$ cat config.mk
export PLATFORM = sky130hd
export DESIGN_NAME = ddr_refresh_ctrl_flat
export DESIGN_NICKNAME = d
export VERILOG_FILES = /design/src/rtl/openddr_pkg.sv /design/src/rtl/ddr_refresh_ctrl_if.sv /design/src/rtl/ddr_ref_interval_timer.sv /design/src/rtl/ddr_refresh_ctrl.sv /design/src/flat_wrapper.sv
export SDC_FILE = /design/constraint.sdc
export NUM_CORES = 1
export LEC_CHECK = 0
export BUFFER_PORTS_ARGS = -buffer_cell sky130_fd_sc_hd__buf_2
export CORE_MARGIN = 2
export CORE_UTILIZATION = 45
export DETAILED_ROUTE_END_ITERATION = 7
export GPL_TIMING_DRIVEN = 0
export MAX_ROUTING_LAYER = met4
export PLACE_DENSITY = 0.69
export SYNTH_ARGS = -nofsm -noshare
export SYNTH_HDL_FRONTEND = slang
export SYNTH_SLANG_ARGS = --single-unit
export TNS_END_PERCENT = 20
$ cat constraint.sdc
create_clock -name clk -period 4.65 [get_ports clk]
set_clock_uncertainty 0.1 [all_clocks]
set_input_delay 0.465 -clock clk [delete_from_list [all_inputs] [get_ports clk]]
set_output_delay 0.465 -clock clk [all_outputs]
set_load 0.03 [all_outputs]
$ cat src/rtl/openddr_pkg.sv
// rtl/openddr_pkg.sv - shared OpenDDR types and timing defaults for the refresh scheduler
package openddr_pkg;

  parameter int tREFI            = 3120;
  parameter int tRFC             = 208;
  parameter int REF_MAX_POSTPONE = 8;

  typedef enum logic [1:0] {
    REF_IDLE,
    REF_REQ,
    REF_RFC
  } ref_state_t;

endpackage

$ cat src/rtl/ddr_refresh_ctrl_if.sv
// rtl/ddr_refresh_ctrl_if.sv - refresh scheduler <-> command scheduler handshake bundle
interface ddr_refresh_ctrl_if #(
  parameter int MAX_POSTPONE = 8
);
  localparam int PW = $clog2(MAX_POSTPONE + 1);

  logic          init_done;
  logic          banks_idle;
  logic          sched_idle;
  logic          ref_ack;
  logic          ref_req;
  logic          ref_urgent;
  logic          prea_req;
  logic          ref_busy;
  logic [PW-1:0] pending;
  logic          err_overflow;

  modport master (
    output init_done, banks_idle, sched_idle, ref_ack,
    input  ref_req, ref_urgent, prea_req, ref_busy, pending, err_overflow
  );

  modport slave (
    input  init_done, banks_idle, sched_idle, ref_ack,
    output ref_req, ref_urgent, prea_req, ref_busy, pending, err_overflow
  );
endinterface

$ cat src/rtl/ddr_ref_interval_timer.sv
// rtl/ddr_ref_interval_timer.sv - reloadable down-counter emitting a one-cycle tick every PERIOD enabled cycles
module ddr_ref_interval_timer #(
  parameter int PERIOD = 3120
) (
  input  logic clk,
  input  logic rst,
  input  logic en_i,
  output logic tick_o
);
  localparam int             W      = (PERIOD > 1) ? $clog2(PERIOD) : 1;
  localparam logic [W-1:0]   RELOAD = W'(PERIOD - 1);

  logic [W-1:0] cnt_q, cnt_d;

  // Disabled means parked at the reload value, so re-enabling restarts a full interval.
  always_comb begin
    cnt_d = RELOAD;
    if (en_i && (cnt_q != '0)) cnt_d = cnt_q - 1'b1;
  end

  assign tick_o = en_i && (cnt_q == '0);

  always_ff @(posedge clk) begin
    if (rst) cnt_q <= RELOAD;
    else     cnt_q <= cnt_d;
  end
endmodule

$ cat src/rtl/ddr_refresh_ctrl.sv
// rtl/ddr_refresh_ctrl.sv - tREFI/tRFC refresh scheduler with postpone tracking and urgent escalation
// Optional refresh pull-in when idle: define OPENDDR_REF_PULLIN_EN.
module ddr_refresh_ctrl
  import openddr_pkg::*;
#(
  parameter int REFI          = tREFI,
  parameter int RFC           = tRFC,
  parameter int MAX_POSTPONE  = REF_MAX_POSTPONE,
  parameter int URGENT_THRESH = 4
) (
  input  logic               clk,
  input  logic               rst,
  ddr_refresh_ctrl_if.slave  bus
);
  localparam int            PW       = $clog2(MAX_POSTPONE + 1);
  localparam int            RW       = $clog2(RFC);
  localparam logic [PW-1:0] MAX_P    = PW'(MAX_POSTPONE);
  localparam logic [PW-1:0] THRESH   = PW'(URGENT_THRESH);
  localparam logic [RW-1:0] RFC_LOAD = RW'(RFC - 1);

  ref_state_t    state_q, state_d;
  logic [PW-1:0] pending_q, pending_d;
  logic [RW-1:0] rfc_q, rfc_d;
  logic          err_q, err_d;
  logic          prea_q, prea_d;
  logic          tick;
  logic          ack_ok;

  ddr_ref_interval_timer #(.PERIOD(REFI)) u_timer (
    .clk    (clk),
    .rst    (rst),
    .en_i   (bus.init_done),
    .tick_o (tick)
  );

  assign ack_ok = (state_q == REF_REQ) && bus.ref_ack && bus.banks_idle;

`ifdef OPENDDR_REF_PULLIN_EN
  logic [PW-1:0] pulled_q, pulled_d;
`else
  logic unused_sched_idle;
  assign unused_sched_idle = bus.sched_idle;
`endif

  // A tick and an accepted ack in the same cycle cancel out.
  always_comb begin
    pending_d = pending_q;
    err_d     = err_q;
`ifdef OPENDDR_REF_PULLIN_EN
    pulled_d  = pulled_q;
`endif
    if (!(tick && ack_ok)) begin
      if (tick) begin
`ifdef OPENDDR_REF_PULLIN_EN
        if (pulled_q != '0)          pulled_d  = pulled_q - 1'b1;
        else if (pending_q == MAX_P) err_d     = 1'b1;
        else                         pending_d = pending_q + 1'b1;
`else
        if (pending_q == MAX_P) err_d     = 1'b1;
        else                    pending_d = pending_q + 1'b1;
`endif
      end else if (ack_ok) begin
        if (pending_q != '0) pending_d = pending_q - 1'b1;
`ifdef OPENDDR_REF_PULLIN_EN
        else if (pulled_q != MAX_P) pulled_d = pulled_q + 1'b1;
`endif
      end
    end
  end

  always_comb begin
    state_d = state_q;
    rfc_d   = rfc_q;
    unique case (state_q)
      REF_IDLE: begin
        if (pending_q != '0) state_d = REF_REQ;
`ifdef OPENDDR_REF_PULLIN_EN
        else if (bus.sched_idle && bus.banks_idle && (pulled_q != MAX_P)) state_d = REF_REQ;
`endif
      end
      REF_REQ: begin
        if (ack_ok) begin
          state_d = REF_RFC;
          rfc_d   = RFC_LOAD;
        end
      end
      REF_RFC: begin
        if (rfc_q == '0) state_d = (pending_d != '0) ? REF_REQ : REF_IDLE;
        else             rfc_d   = rfc_q - 1'b1;
      end
      default: state_d = REF_IDLE;
    endcase
    // Registered so prea_req never follows banks_idle combinationally.
    prea_d = (state_d == REF_REQ) && (pending_d >= THRESH) && !bus.banks_idle;
  end

  always_ff @(posedge clk) begin
    if (rst) begin
      state_q   <= REF_IDLE;
      pending_q <= '0;
      rfc_q     <= '0;
      err_q     <= 1'b0;
      prea_q    <= 1'b0;
    end else begin
      state_q   <= state_d;
      pending_q <= pending_d;
      rfc_q     <= rfc_d;
      err_q     <= err_d;
      prea_q    <= prea_d;
    end
  end

`ifdef OPENDDR_REF_PULLIN_EN
  always_ff @(posedge clk) begin
    if (rst) pulled_q <= '0;
    else     pulled_q <= pulled_d;
  end
`endif

  assign bus.ref_req      = (state_q == REF_REQ);
  assign bus.ref_busy     = (state_q == REF_RFC);
  assign bus.ref_urgent   = (state_q == REF_REQ) && (pending_q >= THRESH);
  assign bus.prea_req     = prea_q;
  assign bus.pending      = pending_q;
  assign bus.err_overflow = err_q;
endmodule
$ cat src/flat_wrapper.sv
// flat-port wrapper written by rule: the top's interface ports become plain ports
module ddr_refresh_ctrl_flat import openddr_pkg::*;
#(
  parameter int REFI          = tREFI,
  parameter int RFC           = tRFC,
  parameter int MAX_POSTPONE  = REF_MAX_POSTPONE,
  parameter int URGENT_THRESH = 4
)
  (clk, rst, bus_init_done, bus_banks_idle, bus_sched_idle, bus_ref_ack, bus_ref_req, bus_ref_urgent, bus_prea_req, bus_ref_busy, bus_pending, bus_err_overflow);
  ddr_refresh_ctrl_if #(.MAX_POSTPONE(MAX_POSTPONE)) bus_i ();
  input  logic clk;
  input  logic rst;
  input wire logic [$bits(bus_i.init_done)-1:0] bus_init_done;
  input wire logic [$bits(bus_i.banks_idle)-1:0] bus_banks_idle;
  input wire logic [$bits(bus_i.sched_idle)-1:0] bus_sched_idle;
  input wire logic [$bits(bus_i.ref_ack)-1:0] bus_ref_ack;
  output wire logic [$bits(bus_i.ref_req)-1:0] bus_ref_req;
  output wire logic [$bits(bus_i.ref_urgent)-1:0] bus_ref_urgent;
  output wire logic [$bits(bus_i.prea_req)-1:0] bus_prea_req;
  output wire logic [$bits(bus_i.ref_busy)-1:0] bus_ref_busy;
  output wire logic [$bits(bus_i.pending)-1:0] bus_pending;
  output wire logic [$bits(bus_i.err_overflow)-1:0] bus_err_overflow;
  assign bus_i.init_done = bus_init_done;
  assign bus_i.banks_idle = bus_banks_idle;
  assign bus_i.sched_idle = bus_sched_idle;
  assign bus_i.ref_ack = bus_ref_ack;
  assign bus_ref_req = bus_i.ref_req;
  assign bus_ref_urgent = bus_i.ref_urgent;
  assign bus_prea_req = bus_i.prea_req;
  assign bus_ref_busy = bus_i.ref_busy;
  assign bus_pending = bus_i.pending;
  assign bus_err_overflow = bus_i.err_overflow;
  ddr_refresh_ctrl #(.REFI(REFI), .RFC(RFC), .MAX_POSTPONE(MAX_POSTPONE), .URGENT_THRESH(URGENT_THRESH)) u_core (.clk(clk), .rst(rst), .bus(bus_i));
endmodule
==> out/metrics.cfg <==
[clock_tree]
cts_made_buffers = 3
clock_latency_ns = 0.33
htreeDepth = 1
postCtsHoldBufs = 0
clkSlewWorstSetupHoldPaths_ns = 0.16
clockBufferDepth = 2
cts_setup_buffers = 0
post_cts_resized = 0
cts.sinks = 28
root_buffer = clkbuf_4
cts_tree = done

[global_routing]
grt_pass1_wl_mm = 5.55
grt_max_degree = 17
grt_use_total = 0.172
grt.overflow.total = 0
grt_antenna_before_repair = 0
grt_pass1_vias = 1285

[logic_synthesis]
synth-compound-area-share = 0.127
yosys.area_share.adder = 0.0703
synthMuxAreaShare = 0.0430
synth-simple-area-share = 0.287
async_flop_share = 0
synth_warnings = 0
avgSynthCellArea_um2 = 8.90
synth_area_leaders = dfxtp_1 (35%), ha_1 (7.0%), nor2_1 (6.1%)
synth_top_area_frac = 0.350
synth_top_family_by_area = simple AND/OR/NAND/NOR gates
synth_fp_nets = 195
ys_seq_area_frac = 0.350
mappedNetlistArea_um2 = 1600
synth-seq-cells = 28
synth_xor_area_frac = 0.0875
yosys_most_used_dff = dfxtp_1
ys_types = 47
synth.largest_area_cell = dfxtp_1
synth_edf_count = 0
synth_cells = 180

[power_and_ir_drop]
ir_worst_vdd_v = 0.000106
power_density_nw_per_um2 = 231
leakagePower_nw = 0.677

[drt]
drtPass1Iterations = 4
drc = 0
antenna_left = 0
vias_per_cell = 5.35
vias = 1300
wire_per_inst_um = 13.1
drt-initial-drc-count = 40
wl_mm = 3.19

[sta]
tns_ns = 0
finalCriticalPeriod_ns = 2.58
slew_headroom = 0.504
tightest_slew_ns = 0.742
period_share = 0.555
rsz0062_at_grt = false
report.final.slew_viol_count = 0
setup_violations = 0
fmax_mhz = 388
hold_violations = 0

[flow_run]
maxCapViolations = 0

[cells_and_area]
final_common_cell = dfxtp_1
utilization = 0.524
diodes = 0
area_growth_pct = 10.9
design_area_um2 = 1780
nets = 213
drive_above_1_share = 0.193
final_cell_mix = dfxtp_1 (28), nor2_1 (26), buf_2 (13), nand2_1 (12), xor2_1 (10)

[min_path]
min_from = bus_banks_idle
hp-class = primary input to flip-flop

[die]
coreArea_um2 = 3390
chipWidth_um = 63.7
io_pins = 15
rows = 21
dieArea_um2 = 4050
initial_core_util = 0.472
die_h_um = 63.7

[placement]
post_dp_cell_area_um2 = 1720
gp_congestion = 0.780
dp_hpwl_mm = 2.46
port_buffers = 13

[setup_path]
startpoint = u_core.u_timer.cnt_q[8]
cp_max_fo = 10
crit_required_ns = 4.75
worstSetupStartpointType = flip-flop
r2r-start = u_core.u_timer.cnt_q[8]
end_kind = flip-flop
arrival_ns = 2.68
criticalPathCategory = flip-flop to flip-flop

[outcome]
status = complete, no violations

-- worst max-delay path, stage by stage, from the launching register on --
cell     delay (ns)
dfxtp_1        0.38
or4_4          0.57
nor4_4         0.66
mux2_4         0.36
mux2i_2        0.24
a41oi_1        0.14
-- registers in the layout, indices dropped and copies added, names as in the netlist --
register and count:
u_core.state_q 2, u_core.rfc_q 8, u_core.bus.pending 4, u_core.u_timer.cnt_q 12
u_core.bus.prea_req 1, u_core.bus.err_overflow 1
-- metrics by stage --
stage / setup WS (ns) / cells / hold slack, ns / total power, W
6_report: 2.07 / 243 / 0.227 / 0.000411
5_1_grt: 1.90 / 243 / 0.217 / 0.000427
4_1_cts: 2.07 / 243 / 0.211 / 0.000415
3_5_place_dp: 2.09 / 239 / 0.287 / 0.000256
3_3_place_gp: 2.15 / 239 / 0.278 / 0.000255
2_1_floorplan: 2.34 / 180 / 0.271 / 0.000251
-- worst paths after layout --
path | end | cells past startpoint | slack [ns]
max | u_core.state_q[0] | 5 | 2.07
min | u_core.bus.prea_req | 2 | 0.23
max reg2reg | u_core.state_q[0] | 5 | 2.07
min reg2reg | u_core.u_timer.cnt_q[0] | 1 | 0.32
-- synth_stat cells (3+ instances only) --
master and instances:
ha_1 9, mux2i_1 4, dfxtp_1 28, nand3_1 7, nand2_1 12, o21ai_0 4
a21boi_0 3, nor3_1 8, nor2_1 26, xnor2_1 6, xor2_1 10, a21oi_1 6
nand2b_1 3, nor3b_1 4, inv_1 9, nor4_1 3
-- routing by layer --
metal | part of all wire | vias up | GRT usage
met5 | 0 | - | -
met4 | 0.0063 | 0 | 0.0571
met3 | 0.024 | 2 | 0.0286
met2 | 0.50 | 13 | 0.297
met1 | 0.47 | 618 | 0.203
li1 | - | 667 | -
-- logic make-up (layout without fill, tap and decap cells) --
kind of cell	Yosys count	count (layout)
AND/OR/NAND/NOR	83	83
flip-flops	28	28
AO/OA/AOI/OAI	26	26
XOR/XNOR	16	16
buffers and inverters	12	29
adder cells (fa/ha/maj)	9	9
multiplexers	6	6
-- report_power, final --
| group | leakage (nW) | switching, W | internal [W] |
|---|---|---|---|
| sequential | 0.226 | 0.000000483 | 0.000241 |
| combinational | 0.423 | 0.00000632 | 0.00000312 |
| clock | 0.0279 | 0.0000727 | 0.0000872 |
-- area by class of cell --
type | instances | area (um2)
plain buffers | 3 | 22.5
clock buffers | 3 | 22.5
inverters | 9 | 33.8
flip-flops and latches | 28 | 561
well taps | 46 | 57.6
repair buffers | 13 | 65.1
fillers | 322 | 1610
clock inverters | 1 | 30.0
multi-input cells | 140 | 985
(Power assumes the default switching activity.)
